===== src/rtl/booth_divider_pkg.sv =====
// Shared arithmetic-unit definitions: divider state encoding and latency helper.
package booth_divider_pkg;

  typedef enum logic [1:0] {
    IDLE  = 2'd0,
    CALC  = 2'd1,
    FIXUP = 2'd2,
    DONE  = 2'd3
  } div_state_t;

  // Cycles from the accepting edge until valid is first observed high.
  function automatic int div_latency(input int width);
    return 2 * width + 2;
  endfunction

endpackage


===== src/rtl/booth_divider_if.sv =====
// Request/result bundle for the sequential signed divider.
interface booth_divider_if #(
  parameter int WIDTH = 4
);

  logic                        start;
  logic signed [2*WIDTH-1:0]   dividend;
  logic signed [WIDTH-1:0]     divisor;
  logic                        ready;
  logic                        valid;
  logic signed [2*WIDTH-1:0]   quotient;
  logic signed [WIDTH-1:0]     remainder;
  logic                        div_by_zero;
  logic                        overflow;

  modport master (
    output start, dividend, divisor,
    input  ready, valid, quotient, remainder, div_by_zero, overflow
  );

  modport slave (
    input  start, dividend, divisor,
    output ready, valid, quotient, remainder, div_by_zero, overflow
  );

endinterface


===== src/rtl/booth_divider_div_nr_step.sv =====
// One radix-2 non-restoring division iteration on magnitudes (purely combinational).
module div_nr_step #(
  parameter int WIDTH = 4
) (
  input  logic signed [WIDTH+1:0]   r_in,
  input  logic        [2*WIDTH-1:0] q_in,
  input  logic        [WIDTH-1:0]   d_in,
  output logic signed [WIDTH+1:0]   r_out,
  output logic        [2*WIDTH-1:0] q_out
);

  logic signed [WIDTH+1:0] r_sh_s;
  logic signed [WIDTH+1:0] d_ext_s;

  // Shift {R,Q} left, add or subtract D by the old sign of R, append the new quotient bit.
  always_comb begin
    r_sh_s  = {r_in[WIDTH:0], q_in[2*WIDTH-1]};
    d_ext_s = {2'b00, d_in};
    if (r_in[WIDTH+1] == 1'b0) begin
      r_out = r_sh_s - d_ext_s;
    end else begin
      r_out = r_sh_s + d_ext_s;
    end
    q_out = {q_in[2*WIDTH-2:0], ~r_out[WIDTH+1]};
  end

endmodule


===== src/rtl/booth_divider.sv =====
// Sequential signed divider: 2W-bit dividend by W-bit divisor, truncating quotient
// and remainder from non-restoring iteration on magnitudes plus a sign fix-up.
module booth_divider
  import booth_divider_pkg::*;
#(
  parameter int WIDTH = 4
) (
  input logic           clk,
  input logic           reset,
  booth_divider_if.slave bus
);

  localparam int QW = 2 * WIDTH;
  localparam int RW = WIDTH + 2;
  localparam int CW = $clog2(QW);

  localparam logic [1:0] S_IDLE  = IDLE;
  localparam logic [1:0] S_CALC  = CALC;
  localparam logic [1:0] S_FIXUP = FIXUP;
  localparam logic [1:0] S_DONE  = DONE;

  localparam logic [QW-1:0]    Q_ZERO = {QW{1'b0}};
  localparam logic [QW-1:0]    Q_MIN  = {1'b1, {(QW-1){1'b0}}};
  localparam logic [RW-1:0]    R_ZERO = {RW{1'b0}};
  localparam logic [WIDTH-1:0] D_ZERO = {WIDTH{1'b0}};
  localparam logic [WIDTH-1:0] D_ONES = {WIDTH{1'b1}};

  logic [1:0]           state_r;
  logic [CW-1:0]        cnt_r;
  logic [QW-1:0]        q_r;
  logic [WIDTH-1:0]     d_r;
  logic signed [RW-1:0] r_r;
  logic                 neg_dvd_r;
  logic                 neg_dvs_r;
  logic                 dbz_r;
  logic                 ovf_r;
  logic [WIDTH-1:0]     dvd_lo_r;
  logic                 fix_phase_r;

  logic [QW-1:0]        quotient_r;
  logic [WIDTH-1:0]     remainder_r;
  logic                 valid_r;
  logic                 dbz_out_r;
  logic                 ovf_out_r;

  logic                 ready_s;
  logic                 accept_s;
  logic [QW-1:0]        dvd_abs_s;
  logic [WIDTH-1:0]     dvs_abs_s;
  logic [QW-1:0]        q_fix_s;
  logic [RW-1:0]        rem_full_s;
  logic signed [RW-1:0] r_step_s;
  logic [QW-1:0]        q_step_s;

  div_nr_step #(.WIDTH(WIDTH)) u_step (
    .r_in  (r_r),
    .q_in  (q_r),
    .d_in  (d_r),
    .r_out (r_step_s),
    .q_out (q_step_s)
  );

  // Handshake decode, operand magnitudes and signed result reconstruction.
  always_comb begin
    ready_s  = (state_r == S_IDLE) || (state_r == S_DONE);
    accept_s = bus.start && ready_s;
    if (bus.dividend[QW-1]) begin
      dvd_abs_s = Q_ZERO - bus.dividend;
    end else begin
      dvd_abs_s = bus.dividend;
    end
    if (bus.divisor[WIDTH-1]) begin
      dvs_abs_s = D_ZERO - bus.divisor;
    end else begin
      dvs_abs_s = bus.divisor;
    end
    if (neg_dvd_r ^ neg_dvs_r) begin
      q_fix_s = Q_ZERO - q_r;
    end else begin
      q_fix_s = q_r;
    end
    if (neg_dvd_r) begin
      rem_full_s = R_ZERO - r_r;
    end else begin
      rem_full_s = r_r;
    end
  end

  // FSM and datapath; FIXUP restores R in its first cycle and publishes in its second.
  always_ff @(posedge clk or posedge reset) begin
    if (reset) begin
      state_r     <= S_IDLE;
      cnt_r       <= {CW{1'b0}};
      q_r         <= Q_ZERO;
      d_r         <= D_ZERO;
      r_r         <= R_ZERO;
      neg_dvd_r   <= 1'b0;
      neg_dvs_r   <= 1'b0;
      dbz_r       <= 1'b0;
      ovf_r       <= 1'b0;
      dvd_lo_r    <= D_ZERO;
      fix_phase_r <= 1'b0;
      quotient_r  <= Q_ZERO;
      remainder_r <= D_ZERO;
      valid_r     <= 1'b0;
      dbz_out_r   <= 1'b0;
      ovf_out_r   <= 1'b0;
    end else begin
      case (state_r)
        S_IDLE, S_DONE: begin
          if (accept_s) begin
            q_r         <= dvd_abs_s;
            d_r         <= dvs_abs_s;
            r_r         <= R_ZERO;
            neg_dvd_r   <= bus.dividend[QW-1];
            neg_dvs_r   <= bus.divisor[WIDTH-1];
            dbz_r       <= (bus.divisor == D_ZERO);
            ovf_r       <= (bus.dividend == Q_MIN) && (bus.divisor == D_ONES);
            dvd_lo_r    <= bus.dividend[WIDTH-1:0];
            cnt_r       <= CW'(QW - 1);
            fix_phase_r <= 1'b0;
            valid_r     <= 1'b0;
            state_r     <= S_CALC;
          end
        end
        S_CALC: begin
          r_r <= r_step_s;
          q_r <= q_step_s;
          if (cnt_r == {CW{1'b0}}) begin
            state_r <= S_FIXUP;
          end else begin
            cnt_r <= cnt_r - CW'(1);
          end
        end
        S_FIXUP: begin
          if (!fix_phase_r) begin
            if (r_r[RW-1]) begin
              r_r <= r_r + {2'b00, d_r};
            end
            fix_phase_r <= 1'b1;
          end else begin
            if (dbz_r) begin
              quotient_r  <= {QW{1'b1}};
              remainder_r <= dvd_lo_r;
            end else if (ovf_r) begin
              quotient_r  <= Q_MIN;
              remainder_r <= D_ZERO;
            end else begin
              quotient_r  <= q_fix_s;
              remainder_r <= rem_full_s[WIDTH-1:0];
            end
            dbz_out_r <= dbz_r;
            ovf_out_r <= ovf_r;
            valid_r   <= 1'b1;
            state_r   <= S_DONE;
          end
        end
        default: begin
          state_r <= S_IDLE;
        end
      endcase
    end
  end

  assign bus.ready       = ready_s;
  assign bus.valid       = valid_r;
  assign bus.quotient    = quotient_r;
  assign bus.remainder   = remainder_r;
  assign bus.div_by_zero = dbz_out_r;
  assign bus.overflow    = ovf_out_r;

endmodule


===== src/flat_wrapper.sv =====
// flat-port wrapper written by rule: the top's interface ports become plain ports
module booth_divider_flat import booth_divider_pkg::*;
#(
  parameter int WIDTH = 4
)
  (clk, reset, bus_start, bus_dividend, bus_divisor, bus_ready, bus_valid, bus_quotient, bus_remainder, bus_div_by_zero, bus_overflow);
  booth_divider_if #(.WIDTH(WIDTH)) bus_i ();
  input logic clk;
  input logic reset;
  input wire logic [$bits(bus_i.start)-1:0] bus_start;
  input wire logic [$bits(bus_i.dividend)-1:0] bus_dividend;
  input wire logic [$bits(bus_i.divisor)-1:0] bus_divisor;
  output wire logic [$bits(bus_i.ready)-1:0] bus_ready;
  output wire logic [$bits(bus_i.valid)-1:0] bus_valid;
  output wire logic [$bits(bus_i.quotient)-1:0] bus_quotient;
  output wire logic [$bits(bus_i.remainder)-1:0] bus_remainder;
  output wire logic [$bits(bus_i.div_by_zero)-1:0] bus_div_by_zero;
  output wire logic [$bits(bus_i.overflow)-1:0] bus_overflow;
  assign bus_i.start = bus_start;
  assign bus_i.dividend = bus_dividend;
  assign bus_i.divisor = bus_divisor;
  assign bus_ready = bus_i.ready;
  assign bus_valid = bus_i.valid;
  assign bus_quotient = bus_i.quotient;
  assign bus_remainder = bus_i.remainder;
  assign bus_div_by_zero = bus_i.div_by_zero;
  assign bus_overflow = bus_i.overflow;
  booth_divider #(.WIDTH(WIDTH)) u_core (.clk(clk), .reset(reset), .bus(bus_i));
endmodule

===== config.mk =====
export PLATFORM = sky130hd
export DESIGN_NAME = booth_divider_flat
export DESIGN_NICKNAME = d
export VERILOG_FILES = /design/src/rtl/booth_divider_pkg.sv /design/src/rtl/booth_divider_if.sv /design/src/rtl/booth_divider_div_nr_step.sv /design/src/rtl/booth_divider.sv /design/src/flat_wrapper.sv
export SDC_FILE = /design/constraint.sdc
export NUM_CORES = 1
export LEC_CHECK = 0
export BUFFER_PORTS_ARGS = -buffer_cell sky130_fd_sc_hd__buf_2
export CAP_MARGIN = 20
export CORE_ASPECT_RATIO = 1.1
export CORE_MARGIN = 3
export CORE_UTILIZATION = 55
export DETAILED_ROUTE_END_ITERATION = 16
export GPL_ROUTABILITY_DRIVEN = 0
export PLACE_DENSITY = 0.75
export SKIP_LAST_GASP = 1
export SYNTH_ARGS = -nofsm -noshare
export SYNTH_HDL_FRONTEND = slang
export SYNTH_SLANG_ARGS = --single-unit

===== constraint.sdc =====
create_clock -name clk -period 3.1 [get_ports clk]
set_input_delay 0.31 -clock clk [delete_from_list [all_inputs] [get_ports clk]]
set_output_delay 0.31 -clock clk [all_outputs]
set_load 0.03 [all_outputs]

# == Word-level counts from Yosys, hierarchy flattened ==
# Cells that the tools add are included.
# word_totals
ff_bits,47
input_bits,15
elab_cells,82
# op_classes
addsub,8
n_eq_ne,11
muxes,26
n_bitwise,2
reduce_logical,18
# op_table
op,count
$mux 8,5
$mux 6,4
$pmux 6 s3,1
$mux 4,4
$pmux 8 s2,1
$sub 1x8->8 const A,2
$reduce_and 3->1,4
$reduce_and 2->1,5
$eq 8x8->1 const B,1
$ne 2x1->1 const B,4
$sub 1x4->4 const A,2
$add 6x4->6,1
$add 6x5->6,1
$mux 2,3
$mux 3,2
$pmux 2 s3,1
$pmux 3 s2,1
$sub 6x5->6,1
$eq 2x2->1 const B,2
$eq 4x4->1 const B,1
$logic_not 4->1,1
$ne 2x2->1 const B,2
$pmux 1 s2,2
$reduce_bool 2->1,2
10 further kinds,12

# == Logic depth before layout (Yosys ltp) ==
# Gate-level depths: netlist (run 1).
# logic_depth
ltp_word,5
ltp_mapped,10

# == Hierarchy ==
# A second synthesis (run 1) with hierarchy kept.
# unflattened
hier_cells,329
area_unflattened_um2,3019.1
# modules_own_cells
mod,instances,cells_each,area_each_um2
booth_divider,1,289,2676.3
div_nr_step,1,40,342.8

# == Worst setup path before layout (run 1) ==
# No wires, ideal clock.
# synth_path
path_type,flip-flop to flip-flop
start,register u_core.d_r[1]
end,register u_core.r_r[5]
setup_ps,126
arrival_time_ps,2161
required_time_ps,2974
setup_slack_ps,813
stages_incl_launch_ff,10
n_path_buf,0
period_less_slack_ps,2287
path_cell_list,dfrtp_1 > inv_1 > ha_1 > mux2_2 > ha_1 > a211oi_2 > o21bai_1 > a21oi_1 > xnor2_1 > a221o_1
# synth_between
elab_chain_len,4
# synth_lines
item,line_no,source
from (decl),booth_divider.sv:31,logic [WIDTH-1:0] d_r;
from (signal assigned),booth_divider.sv:113,d_r <= dvs_abs_s;
$add 6x4->6,booth_divider.sv:138,"r_r <= r_r + {2'b00, d_r};"
$mux 6,booth_divider.sv:137,if (r_r[RW-1]) begin
$mux 6,booth_divider.sv:136,if (!fix_phase_r) begin
$pmux 6 s3 (*),booth_divider.sv:109,case (state_r)
to (signal assigned),booth_divider.sv:127,r_r <= r_step_s;
to (signal assigned),booth_divider.sv:138,
to (decl),booth_divider.sv:32,logic signed [RW-1:0] r_r;
# Mark *: on every way between the ends. The rest lies on a longest branch, timed or not. The select of a mux whose other input is x is not followed.
# A chain may end at the register's enable or synchronous reset.

# == Worst setup path after layout (run 1) ==
# layout_path
start,register u_core.d_r[0]
end,register u_core.r_r[5]
# Same word-level chain as after synthesis.

==> metrics.log, run 1 <==
[metrics] Synthesis Warnings: 0
[metrics] vias per cell: around 5.8
[metrics] total routing resource utilization after global routing: 0.211
[metrics] Hold Crit Class: in2reg
[metrics] number of clock sinks: 47
[metrics] # DRC: 0
[metrics] number of global-route vias before repair: roughly 2,200
[metrics] initial cell density of the core: 0.580
[metrics] worst setup slack for register-to-register paths: between 0.6 and 0.7 ns
[metrics] top cell type by total area after synthesis: sky130_fd_sc_hd__dfrtp_1
[metrics] final cell area excluding filler cells: 3230 um2
[metrics] overflow left after global routing: 0
[metrics] post-route setup TNS: 0 ns
[metrics] worst hold slack after final layout: approximately 0.33 ns
[metrics] CP required: 3.29 ns
[metrics] Pleak: approximately 1.5 nW
[metrics] Max IR drop VDD: approximately 0.71 mV
[metrics] Hold EP: u_core.ovf_r
[metrics] Skew-Pair Late Insertion Delay: approximately 0.30 ns
[metrics] Layout Nets: 399
[metrics] outcome: finished clean
[metrics] number of buffers inserted during clock tree synthesis: 5
[metrics] async set or reset register ratio after synthesis: 1.00
[metrics] kind of start point of the critical path: register
[metrics] wire length of the first global-routing pass: roughly 10,000 um
[metrics] slew at the pin closest to its max-slew limit: about 0.74 ns
[metrics] Post-synth EDFFs: 0
[metrics] TritonCTS clock tree: built
[metrics] final wirelength: a little over 6000 um
[metrics] worst setup skew after layout: 0.00682 ns
[metrics] maximum level of the CTS H-tree: 2
[metrics] router iterations before antenna repair: 4
[metrics] RSZ-0062 raised after global routing: no
[metrics] fmax: approximately 0.4 GHz
[metrics] total vias in the final route: between 2,000 and 2,500
[metrics] final period utilization: 0.794
[metrics] time the final worst path needs with I/O delays and setup: around 2.5 ns
[metrics] number of antenna violations at the first check in global routing: 0
[metrics] arrival time at the worst endpoint: between 2 and 3 ns
[metrics] worst reg2reg path endpoint: u_core.r_r[5]
[metrics] cell count after synthesis: between 300 and 400
[metrics] Setup violations, final: 0
[metrics] DR WL/cell: about 15 um
[metrics] count of pins on the block boundary: 31
[metrics] root buffer selected by CTS: sky130_fd_sc_hd__clkbuf_8
[metrics] HPWL reported at the end of detailed placement: 4560 um
[metrics] most common cell after layout, fill and taps aside: sky130_fd_sc_hd__dfrtp_1
[metrics] Post-Syn Area: about 2900 um2
[metrics] Yosys top cell area share: 0.401
[metrics] sort of element at the end of the critical path: register
[metrics] count of filler cells inserted in the layout: around 450
[metrics] cell depth of the worst flop-to-flop path: 9
[metrics] worst max-slew margin expressed relative to the limit: 0.507
[metrics] pins over their slew limit: 0
[metrics] Mean Syn Cell Area: ~9 um2
[metrics] top post-synthesis cells by area: sky130_fd_sc_hd__dfrtp_1 (40%), sky130_fd_sc_hd__ha_1 (8.5%), sky130_fd_sc_hd__o21ai_0 (5.6%)
[metrics] Clock Path Buffers: 2
[metrics] total of cells resized after clock tree synthesis: 0
[metrics] worst hold path stage count: 3
[metrics] PortBufs: 30
[metrics] area enclosed by the die boundary: about 6300 um2
[metrics] number of library cell types mapped by synthesis: 44
[metrics] net count after synthesis: 372
[metrics] clock edge transition at the registers on the reported setup and hold paths: 0.09 ns
[metrics] sequential cell area fraction in the yosys report: 0.401
[metrics] dominant synthesized flop cell: sky130_fd_sc_hd__dfrtp_1
[metrics] top library cells by usage in the layout, fill and taps aside: sky130_fd_sc_hd__dfrtp_1 (47), sky130_fd_sc_hd__nand2_1 (40), sky130_fd_sc_hd__o21ai_0 (33)
[metrics] power density over the cells: ~1100 nW/um2
[metrics] kind of critical path: reg2reg
[metrics] number of synthesized register bits: 47
[metrics] 1st-iter DRT viols: roughly 140
[metrics] beginning of the worst hold path: bus_divisor[2]
[metrics] row count: 27
[metrics] Max FO, Critical Path: 5
[metrics] die height: between 80 and 90 um
[metrics] proportion of layout cells with a drive suffix above 1: 0.135
[metrics] post-place instance area: between 3000 and 4000 um2
[metrics] area of the placeable core: slightly above 5000 um2
[metrics] final number of hold-violating endpoints: 0
[metrics] number of setup buffers added after CTS: 0
[metrics] worst reg2reg path startpoint: u_core.d_r[0]
[metrics] DRT antenna net count: 0
[metrics] Area Overhead vs Synth: 9.88%
[metrics] pin count of the biggest net entering global routing: 48
[metrics] reported max-cap violation count: 0
[metrics] total power: around 3.4 mW
[metrics] final antenna diode count: 0
[metrics] horizontal die dimension: approximately 76 um
[through the flow]
| step | std cells | worst slack, ns | util |
|---|---|---|---|
| 2_1_floorplan | 335 | 0.813 | - |
| 3_3_place_gp | 411 | 0.741 | 0.615 |
| 3_5_place_dp | 411 | 0.642 | 0.615 |
| 4_1_cts | 419 | 0.636 | 0.631 |
| 5_1_grt | 421 | 0.506 | 0.637 |
| 6_report | 421 | 0.640 | 0.637 |
[routing by layer]
metal  global-route usage  vias to the layer above  wire, um  share of wire
li1                     -                     1215         -              -
met2                0.353                       41      3090           0.50
met1                0.274                     1171      2820           0.46
met4               0.0664                        0        73          0.012
met5                    0                        -         0              0
met3               0.0400                        9       194          0.031
[worst max-delay path: stages, from the launching register on]
cell,delay (ns)
sky130_fd_sc_hd__dfrtp_1,0.43
sky130_fd_sc_hd__inv_1,0.09
sky130_fd_sc_hd__ha_1,0.30
sky130_fd_sc_hd__mux2_2,0.30
sky130_fd_sc_hd__ha_1,0.31
sky130_fd_sc_hd__a211oi_2,0.21
sky130_fd_sc_hd__o21bai_1,0.10
sky130_fd_sc_hd__a21oi_1,0.18
sky130_fd_sc_hd__xnor2_1,0.12
sky130_fd_sc_hd__a221o_1,0.31
[power breakdown]
| part | total, mW | switching, mW | leakage (nW) | internal, mW |
|---|---|---|---|---|
| registers | 1.11 | 0.244 | 0.589 | 0.863 |
| logic | 1.98 | 1.17 | 0.913 | 0.815 |
| clock network | 0.357 | 0.198 | 0.0422 | 0.159 |
[cell type report]
type | count | area [um2] | area share
clock buffers | 7 | 76.3 | 0.0237
clock inverters | 1 | 5.00 | 0.00155
inverters | 25 | 93.8 | 0.0291
multi-input cells | 249 | 1610 | 0.498
flip-flops and latches | 47 | 1180 | 0.364
well taps | 58 | 72.6 | 0.0225
repair buffers | 34 | 195 | 0.0605
[cells by family after synthesis]
group / count (synthesis) / synth area share
flip-flops: 47 / 0.401
buffers and inverters: 39 / 0.0520
adder cells (fa/ha/maj): 22 / 0.0989
AND/OR/NAND/NOR: 102 / 0.155
multiplexers: 11 / 0.0396
XOR/XNOR: 19 / 0.0592
AO/OA/AOI/OAI: 95 / 0.195
[flip-flops by register name, summed over array words and instances (netlist names)]
register	cells
u_core.q_r	8
u_core.dbz_r	1
u_core.bus.div_by_zero	1
u_core.bus.remainder	4
u_core.dvd_lo_r	4
u_core.bus.overflow	1
u_core.state_r	2
u_core.neg_dvs_r	1
u_core.neg_dvd_r	1
u_core.bus.valid	1
u_core.r_r	6
u_core.bus.quotient	8
u_core.d_r	4
u_core.cnt_r	3
u_core.fix_phase_r	1
u_core.ovf_r	1
[how the worst max path moves through the flow]
| stage | start | end | slack [ns] |
|---|---|---|---|
| global route | u_core.d_r[0] | u_core.r_r[5] | 0.51 |
| finish | u_core.d_r[0] | u_core.r_r[5] | 0.64 |
| detailed placement | u_core.d_r[0] | u_core.r_r[5] | 0.64 |
| global placement | u_core.d_r[1] | u_core.r_r[5] | 0.74 |
| CTS | u_core.d_r[0] | u_core.r_r[5] | 0.64 |
| floorplan | u_core.d_r[1] | u_core.r_r[5] | 0.81 |
[synth_stat cells (all sizes together), types with 2 or more instances]
cell type,count
nor2,26
xor2,6
a21o,3
nor3,13
or3,3
a211oi,3
a21oi,30
o21ai,34
a32oi,2
nand2,40
buf,5
ha,20
xnor2,13
inv,24
nand3,2
nand2b,5
mux2i,6
nor2b,7
dfrtp,47
o31ai,6
nor4,2
fa,2
clkbuf,9
o22ai,2
o22a,4
mux2,5
a31oi,4
[repair_timing]
item                                    4_1_cts  5_1_grt
endpoints found under the setup margin        0        0
endpoints found under the hold margin         0       14
hold buffers                                  0        1
(Power assumes the default switching activity.)
==> run 2, diff against run 1 <==
--- a/config.mk
+++ b/config.mk
@@ -9,10 +9,10 @@
 export CAP_MARGIN = 20
 export CORE_ASPECT_RATIO = 1.1
 export CORE_MARGIN = 3
-export CORE_UTILIZATION = 55
+export CORE_UTILIZATION = 53
 export DETAILED_ROUTE_END_ITERATION = 16
 export GPL_ROUTABILITY_DRIVEN = 0
-export PLACE_DENSITY = 0.75
+export PLACE_DENSITY = 0.76
 export SKIP_LAST_GASP = 1
 export SYNTH_ARGS = -nofsm -noshare
 export SYNTH_HDL_FRONTEND = slang
==> constraint.sdc (replaced) <==
create_clock -name clk -period 2.05 [get_ports clk]
set_input_delay 0.205 -clock clk [delete_from_list [all_inputs] [get_ports clk]]
set_output_delay 0.205 -clock clk [all_outputs]
set_load 0.03 [all_outputs]
==> run 2 against run 1 <==
  * Combinational power rose by 80%
  * Core utilization rose by 2.9 points
  * The run now ends with negative setup slack left
  * Sequential share of layout area fell by 2.3 points
  * Highest routed layer unchanged
  * Worst hold slack got worse by 0.12 ns
  * Clock skew rose by 0.0025 ns
  * Sequential power rose by 48%
  * Critical path depth did not move
  * Die area rose by 3.5%
  * Design area rose by 6.6%
  * Flip-flop and latch count did not move
==> metrics.log, run 2 (same netlist as run 1, synthesis figures left out) <==
[metrics] outcome: finished, violations left
[metrics] violations in the final reports: negative setup slack
[metrics] area taken by multi-input logic gates: 1670 um2
[metrics] Hold Crit Class: in2reg
[metrics] die height: 84.1 um
[metrics] met1 track demand over resource in global routing: 0.278
[metrics] launching element of the worst setup path: u_core.d_r[0]
[metrics] cell depth of the worst flop-to-flop path: 9
[metrics] proportion of layout cells with a drive suffix above 1: 0.207
[metrics] final critical-path setup slack: -0.169 ns
[metrics] total vias in the final route: roughly 2,500
[metrics] clock network fraction of design power: 0.099
[metrics] Hold EP: u_core.d_r[3]
[metrics] count of pins on the block boundary: 31
[metrics] area enclosed by the die boundary: approximately 6500 um2
[metrics] Area Overhead vs Synth: 17.2%
[metrics] HPWL reported at the end of detailed placement: around 5000 um
[metrics] Combinational Power Share: 0.616
[metrics] CP required: 2.25 ns
[metrics] post-route setup TNS: -0.534 ns
[metrics] final antenna diode count: 0
[metrics] filler-free cell count of the finished design: around 450
[metrics] worst hold path stage count: 3
[metrics] Pleak: between 1.5 and 2 nW
[metrics] router iterations before antenna repair: 4
[metrics] post-place instance area: approximately 3300 um2
[metrics] arrival time at the worst endpoint: 2.42 ns
[metrics] final cell area excluding filler cells: approximately 3400 um2
[metrics] Switch Pwr: roughly 2.6 mW
[metrics] DRT antenna net count: 0
[metrics] number of antenna violations at the first check in global routing: 0
[metrics] 1st-iter DRT viols: 113
[metrics] routing usage on met3: 0.0400
[metrics] worst setup slack for register-to-register paths: -0.17 ns
[metrics] area of the placeable core: slightly above 5000 um2
[metrics] share of power burned in registers: 0.285
[metrics] row count: 27
[metrics] Finished Core Util: 0.666
[metrics] routing usage on met2: 0.355
[metrics] initial cell density of the core: 0.568
[metrics] Skew-Pair Late Insertion Delay: 0.31 ns
[metrics] final period utilization: 1.08
[metrics] horizontal die dimension: between 70 and 80 um
[metrics] top library cells by usage in the layout, fill and taps aside: sky130_fd_sc_hd__dfrtp_1 (47), sky130_fd_sc_hd__nand2_1 (40), sky130_fd_sc_hd__o21ai_0 (31)
[metrics] wire length of the first global-routing pass: 11,200 um
[metrics] total power: 5.77 mW
[metrics] busiest grt layer: met2
[metrics] beginning of the worst hold path: bus_divisor[3]
[metrics] Clock Path Buffers: 2
[metrics] number of buffers inserted during clock tree synthesis: 5
[metrics] pins over their slew limit: 0
[metrics] total routing resource utilization after global routing: 0.211
[metrics] placed insts: around 440
[metrics] vias per cell: ~5.5
[metrics] Layout Nets: between 400 and 500
[metrics] most common cell after layout, fill and taps aside: sky130_fd_sc_hd__dfrtp_1
[metrics] worst reg2reg path startpoint: u_core.d_r[0]
[metrics] worst reg2reg path endpoint: u_core.r_r[5]
[metrics] fmax: 0.451 GHz
[metrics] Max IR drop VDD: between 1 and 1.5 mV
[metrics] Setup violations, final: 4
[metrics] root buffer selected by CTS: sky130_fd_sc_hd__clkbuf_8
[metrics] TritonCTS clock tree: built
[metrics] number of global-route vias before repair: between 2,000 and 2,500
[metrics] PortBufs: 30
[metrics] power density over the cells: ~1700 nW/um2
[metrics] final wirelength: 6560 um
[metrics] sort of element at the end of the critical path: register
[metrics] worst max-slew margin expressed relative to the limit: 0.570
[metrics] # DRC: 0
[metrics] maximum level of the CTS H-tree: 2
[metrics] worst setup skew after layout: approximately 0.0094 ns
[metrics] time the final worst path needs with I/O delays and setup: 2.22 ns
[metrics] Max FO, Critical Path: 2
[metrics] Pint: 3.13 mW
[metrics] reported max-cap violation count: 0
[metrics] overflow left after global routing: 0
[metrics] number of clock sinks: 47
[metrics] DR WL/cell: between 10 and 15 um
[metrics] fraction of power spent switching nets: 0.457
[metrics] final number of hold-violating endpoints: 0
[metrics] slew at the pin closest to its max-slew limit: about 0.64 ns
[metrics] combined flip-flop and latch cell area: ~1200 um2
[metrics] RSZ-0062 raised after global routing: yes
[metrics] clock edge transition at the registers on the reported setup and hold paths: 0.10 ns
[metrics] count of filler cells inserted in the layout: 434
[metrics] kind of critical path: reg2reg
[metrics] pin count of the biggest net entering global routing: 32
[metrics] kind of start point of the critical path: register
-- run 2: layer usage --
layer	share of wire	wire length (um)
met1	0.48	3130
met2	0.48	3120
met3	0.038	249
met4	0.0082	54
met5	0	0
-- run 2: final cells by class --
type	count	area share
inverter	25	0.0273
clock buffer	5	0.0200
multi-input combinational	249	0.484
clock inverter	3	0.00582
tap	72	0.0262
timing repair buffer	53	0.0945
sequential	47	0.342
-- run 2: worst max-delay path by stage --
| stage | endpoint | slack [ns] | depth (start not counted) |
|---|---|---|---|
| floorplan | u_core.r_r[5] | -0.14 | 9 |
| global placement | u_core.r_r[5] | -0.12 | 9 |
| detailed placement | u_core.r_r[5] | -0.22 | 9 |
| CTS | u_core.r_r[5] | -0.20 | 9 |
| global route | u_core.q_r[0] | -0.29 | 10 |
| finish | u_core.r_r[5] | -0.17 | 9 |
-- run 2: through the flow --
stage                     setup WS, ns  hold WS (ns)
after floorplan                 -0.143         0.352
after global placement          -0.122         0.322
after detailed placement        -0.223         0.328
after CTS                       -0.202         0.196
after global routing            -0.286         0.207
final                           -0.169         0.202
-- run 2: what timing repair did --
item / in CTS / in global routing
pin swaps: 4 / 1
resized for setup: 2 / 6
setup buffers: 2 / 1
endpoints found under the hold margin: 22 / 0
setup endpoints to repair: 3 / 5
hold buffers: 1 / 0
-- run 2: critical path, stage by stage, from the launching register on --
cell	delay, ns
sky130_fd_sc_hd__dfrtp_1	0.41
sky130_fd_sc_hd__inv_2	0.09
sky130_fd_sc_hd__ha_4	0.19
sky130_fd_sc_hd__mux2_4	0.28
sky130_fd_sc_hd__ha_4	0.23
sky130_fd_sc_hd__a211oi_4	0.23
sky130_fd_sc_hd__o21bai_1	0.11
sky130_fd_sc_hd__a21oi_2	0.14
sky130_fd_sc_hd__xnor2_1	0.10
sky130_fd_sc_hd__a221o_1	0.31
-- run 2: power groups by stage --
stage,clock network [mW],logic (mW),registers (mW)
final,0.573,3.56,1.64
after CTS,0.581,3.45,1.64
after detailed placement,0,3.34,1.65
after global routing,0.625,3.96,1.71
after global placement,0,3.25,1.64
after floorplan,0,2.24,1.81
